### config.mk
export PLATFORM = sky130hd
export DESIGN_NAME = instruction_cache_assoc
export DESIGN_NICKNAME = d
export VERILOG_FILES = /design/src/rtl/instruction_cache_assoc.sv
export SDC_FILE = /design/constraint.sdc
export NUM_CORES = 1
export LEC_CHECK = 0
export CAP_MARGIN = 20
export CORE_ASPECT_RATIO = 1.2
export CORE_MARGIN = 2
export CORE_UTILIZATION = 45
export DETAILED_ROUTE_END_ITERATION = 7
export HOLD_SLACK_MARGIN = 0.03
export PLACE_DENSITY_LB_ADDON = 0.1
export SLEW_MARGIN = 10
export SYNTH_ARGS = -nofsm -noshare
export SYNTH_HDL_FRONTEND = slang
export SYNTH_SLANG_ARGS = --single-unit
### constraint.sdc
create_clock -name CLK -period 23.3 [get_ports CLK]
set_input_delay 3.495 -clock CLK [delete_from_list [all_inputs] [get_ports CLK]]
set_output_delay 3.495 -clock CLK [all_outputs]
set_load 0.01 [all_outputs]
### src/rtl/instruction_cache_assoc.sv
`default_nettype none
// +--------------------------------------------------------------------------+
// | instruction_cache_assoc: N-way set-associative read-only I-cache, FIFO   |
// | replacement per set, saturating miss counter.        Rev 1.0             |
// +--------------------------------------------------------------------------+
module instruction_cache_assoc #(
    parameter int ADDR_W = 10,
    parameter int SETS   = 4,
    parameter int WAYS   = 2,
    parameter int WORDS  = 4,
    localparam int OFF_W = $clog2(WORDS * 4),
    localparam int IDX_W = $clog2(SETS),
    localparam int TAG_W = ADDR_W - IDX_W - OFF_W,
    localparam int BLK_W = 32 * WORDS
) (
    input  logic                    CLK,
    input  logic                    RESET,
    input  logic [ADDR_W-1:0]       ADDRESS,
    input  logic                    READ,
    output logic [31:0]             READDATA,
    output logic                    BUSYWAIT,
    output logic [ADDR_W-OFF_W-1:0] MEM_ADDRESS,
    output logic                    MEM_READ,
    input  logic [BLK_W-1:0]        MEM_READDATA,
    input  logic                    MEM_BUSYWAIT,
    output logic [15:0]             MISS_COUNT
);
    localparam int WAY_W  = (WAYS > 1) ? $clog2(WAYS) : 1;
    localparam int WSEL_W = (WORDS > 1) ? $clog2(WORDS) : 1;

    typedef enum logic [1:0] {
        IDLE     = 2'd0,
        READ_MEM = 2'd1,
        UPDATE   = 2'd2
    } state_t;

    logic [WAYS-1:0]  valid_q [SETS];
    logic [TAG_W-1:0] tag_q   [SETS][WAYS];
    logic [BLK_W-1:0] data_q  [SETS][WAYS];
    logic [WAY_W-1:0] fifo_q  [SETS];

    state_t           state_q, state_d;
    logic [TAG_W-1:0] lat_tag_q, lat_tag_d;
    logic [IDX_W-1:0] lat_idx_q, lat_idx_d;
    logic [15:0]      miss_q, miss_d;

    logic [TAG_W-1:0]  w_tag;
    logic [IDX_W-1:0]  w_idx;
    logic [WSEL_W-1:0] w_word;
    logic              w_match;
    logic              w_hit;
    logic [WAY_W-1:0]  w_hit_way;
    logic [BLK_W-1:0]  w_hit_block;
    logic              w_set_full;
    logic [WAY_W-1:0]  w_victim;
    logic [WAY_W-1:0]  w_fifo_next;
    logic              w_fill;

    assign w_tag  = TAG_W'(ADDRESS >> (OFF_W + IDX_W));
    assign w_idx  = IDX_W'(ADDRESS >> OFF_W);
    assign w_word = (WORDS > 1) ? WSEL_W'(ADDRESS >> 2) : '0;

    always_comb begin
        w_match   = 1'b0;
        w_hit_way = '0;
        for (int w = 0; w < WAYS; w++) begin
            if (valid_q[w_idx][w] && (tag_q[w_idx][w] == w_tag)) begin
                w_match   = 1'b1;
                w_hit_way = WAY_W'(w);
            end
        end
    end

    assign w_hit       = READ & w_match;
    assign w_hit_block = data_q[w_idx][w_hit_way];
    assign READDATA    = w_hit ? w_hit_block[32*w_word +: 32] : 32'h0;

    // Descending scan so the lowest-numbered invalid way wins
    always_comb begin
        w_set_full = 1'b1;
        w_victim   = fifo_q[lat_idx_q];
        for (int w = WAYS - 1; w >= 0; w--) begin
            if (!valid_q[lat_idx_q][w]) begin
                w_set_full = 1'b0;
                w_victim   = WAY_W'(w);
            end
        end
    end

    assign w_fifo_next = (fifo_q[lat_idx_q] == WAY_W'(WAYS - 1)) ? '0
                                                                 : fifo_q[lat_idx_q] + 1'b1;
    assign w_fill      = (state_q == READ_MEM) && !MEM_BUSYWAIT;

    always_comb begin
        state_d   = state_q;
        lat_tag_d = lat_tag_q;
        lat_idx_d = lat_idx_q;
        miss_d    = miss_q;
        case (state_q)
            IDLE: begin
                if (READ && !w_match) begin
                    state_d   = READ_MEM;
                    lat_tag_d = w_tag;
                    lat_idx_d = w_idx;
                    miss_d    = (miss_q == 16'hFFFF) ? miss_q : miss_q + 16'd1;
                end
            end
            READ_MEM: begin
                if (!MEM_BUSYWAIT) state_d = UPDATE;
            end
            UPDATE:  state_d = IDLE;
            default: state_d = IDLE;
        endcase
    end

    assign BUSYWAIT    = (state_q == IDLE) ? (READ & ~w_match) : 1'b1;
    assign MEM_READ    = (state_q == READ_MEM);
    assign MEM_ADDRESS = MEM_READ ? {lat_tag_q, lat_idx_q} : '0;
    assign MISS_COUNT  = miss_q;

    always_ff @(posedge CLK or posedge RESET) begin
        if (RESET) begin
            state_q   <= IDLE;
            lat_tag_q <= '0;
            lat_idx_q <= '0;
            miss_q    <= '0;
            for (int s = 0; s < SETS; s++) begin
                valid_q[s] <= '0;
                fifo_q[s]  <= '0;
                for (int w = 0; w < WAYS; w++) tag_q[s][w] <= '0;
            end
        end else begin
            state_q   <= state_d;
            lat_tag_q <= lat_tag_d;
            lat_idx_q <= lat_idx_d;
            miss_q    <= miss_d;
            if (w_fill) begin
                valid_q[lat_idx_q][w_victim] <= 1'b1;
                tag_q[lat_idx_q][w_victim]   <= lat_tag_q;
                if (w_set_full) fifo_q[lat_idx_q] <= w_fifo_next;
            end
        end
    end

    // Block data is qualified by VALID, so it needs no reset
    always_ff @(posedge CLK) begin
        if (w_fill) data_q[lat_idx_q][w_victim] <= MEM_READDATA;
    end

endmodule
`default_nettype wire

==> results.toml <==
[logic_synthesis]
synth.area.mux_share_pct = 19.08
ys.flop_type = "edfxtp_1"
synth_top_family_by_area = "multiplexers"
syn_area_per_cell_um2 = 24.29
synthDominantCellAreaShare_pct = 73.38
yosysSeqAreaShare_pct = 77.44
synth_top_cell_by_area = "edfxtp_1"
ys_types = 38
synth_xor_area_share_pct = 0.4807
synthSimpleGateAreaFrac_pct = 1.233
synth_nets = 1868
synth-compound-area-share_pct = 0.7852
async_flop_share_pct = 6.227
ys_ff_latch = 1092
syn_inst = 1725
synth_edf_count = 1024
synth_area_um2 = 41910
synth-adder-area-share_pct = 0.02986
ys_top_cells_by_area = "edfxtp_1 73%, mux4_2 18%, dfrtp_1 4.1%"
yosys_warnings = 0

[clocking]
cts_made_buffers = 109
cts.clk_slew.worst_paths_ns = 0.06
cts-root-buf = "clkbuf_16"
cts-hold-fix-buffers = 0
htree_levels = 3
postCtsSetupBuffers = 0
clk_latency_ns = 0.67
cts_tree = "done"
cts_resized = 0
clk_path_buf_depth = 3
cts_sinks = 1092

[detailed_routing]
drtIter0Drc = 1391
wl_per_cell_um = 27.27
routed_wl_um = 90270
vias_per_cell = 5.672
drcViolationCount = 0
dr_total_vias = 18780
first_pass_iters = 6
ant_nets = 0

[timing]
skew_ns = 0.02453
post-route-period-util_pct = 51.70
worstMarginPinSlew_ns = 1.069
setup_slack_ns = 11.25
tns_ns = 0
fmax_ghz = 0.08302
setup_viol = 0
grt_setup_unrepaired = "false"
slew_headroom_pct = 28.75
hold_violations = 0
maxSlewViolCount = 0
final.min_clock_period_ns = 12.05

[pwr]
power-per-cell-area_nw_per_um2 = 96.86
ir_drop_v = 0.00006535
power_uw = 4743
p_leak_uw = 0.01554

[worst_setup_path]
crit_type = "input port to output pin"
crit_required_ns = 19.81
end_kind = "output pin"
critPathArrivalTime_ns = 8.55
critical_path.most_common_cell = "mux4_2"
start_kind = "input port"
cp_cell_sequence = "buf_8, buf_12, mux4_2, or4_4, buf_4, mux4_2, a22o_1, clkdlybuf4s50_1"
cp.buffers_inverters = 4
cp_max_fo = 111
slowest_delay_ns = 0.87
cp_top_family = "buffers and inverters"
crit_slowest_cell = "buf_4"

[placement]
io_buffers = 195
dp.cells = 3104
routabilityCongestion = 0.6838
place_hpwl_um = 45710
dp_slack_ns = 10.96

[final_layout]
finalNonFillerCells = 3310
layout.nets = 2118
utilization_pct = 53.11
most-common-layout-cells = "1,024 x edfxtp_1, 328 x mux4_2, 192 x clkdlybuf4s50_1"
mostFrequentLayoutCell = "edfxtp_1"
drive_gt1_share_pct = 28.28
area_growth_pct = 16.84

[global_routing]
antenna_found_initial = 17
grt_usage_pct = 19.35
overflow = 0
grt_max_degree = 134
grt_pass1_wl_um = 135100
grt_pass1_vias = 20360

[die]
io-pin-count = 198
die_height_um = 338.3
die_area_um2 = 95590
die_w_um = 282.6
rows = 122
core_um2 = 92200
initial_core_util_pct = 45.45

[worst_hold_path]
min_path_type = "flip-flop to flip-flop"

[run]
cap_violations = 0

[run_status]
status = "complete, no violations"
-- sequential cells by signal, summed over array words and instances (netlist names) --
signal / flops
data_q: 1024
tag_q: 32
MISS_COUNT: 16
valid_q: 8
fifo_q: 4
lat_tag_q: 4
lat_idx_q: 2
state_q: 2
-- Yosys cell counts (all sizes together) (10+ instances only) --
master / count
mux4: 328
a22o: 31
dfrtp: 68
nand2: 16
edfxtp: 1024
mux2: 46
nand3: 17
xnor2: 20
buf: 15
nor2: 13
and3: 10
clkbuf: 72
-- stage by stage --
step                area [µm²]  hold slack [ns]
detailed placement       45410           0.4618
CTS                      48950           0.4725
global route             48960           0.4936
floorplan                41910           0.4402
finish                   48960           0.4785
global placement         45410           0.4543
-- final timing paths --
check                                      to  slack [ns]    startpoint  cells after the start
worst max-delay path              READDATA[9]       11.25    ADDRESS[4]                      8
worst min-delay path                fifo_q[2]        0.48     fifo_q[2]                      1
worst max register to register  data_q[3][97]       18.90  lat_idx_q[0]                      6
worst min register to register      fifo_q[2]        0.48     fifo_q[2]                      1
max in group asynchronous           tag_q[31]       19.28         RESET                      3
min in group asynchronous           fifo_q[0]        3.42         RESET                      3
-- layer usage --
layer  routed length (µm)  part of all wire (%)  vias up  global-route usage, %
met1                39270                    44    10270                  27.06
met3                 4920                   5.5      126                  4.113
met4                 1561                   1.7       26                  5.368
li1                     -                     -     7945                      -
met2                44340                    49      412                  30.97
met5                  175                  0.19        -                      0
-- logic make-up (layout without fill, tap and decap cells) --
family                   count (synthesis)  count (layout)
adder cells (fa/ha/maj)                  1               1
XOR/XNOR                                23              23
AO/OA/AOI/OAI                           38              38
flip-flops                            1092            1092
AND/OR/NAND/NOR                         96              96
other                                    0               5
multiplexers                           383             383
buffers and inverters                   92             432
-- where the power goes --
group	internal (µW)	leakage [µW]	total [µW]	switching [µW]
registers	2370	0.0101	2440	69.7
clock network	1010	0.00173	1730	714
logic	262	0.00372	576	314
-- final cells by class --
class                           count  area [µm²]
Clock buffer                      143        2969
Fill cell                        7178       43240
Antenna cell                        5       12.51
Tap cell                         1240        1551
Timing Repair Buffer              226        2255
Clock inverter                     58       570.5
Multi-Input combinational cell    541        9135
Sequential cell                  1092       32450
Inverter                            5       18.77
Power figures use the tool's default switching activity.
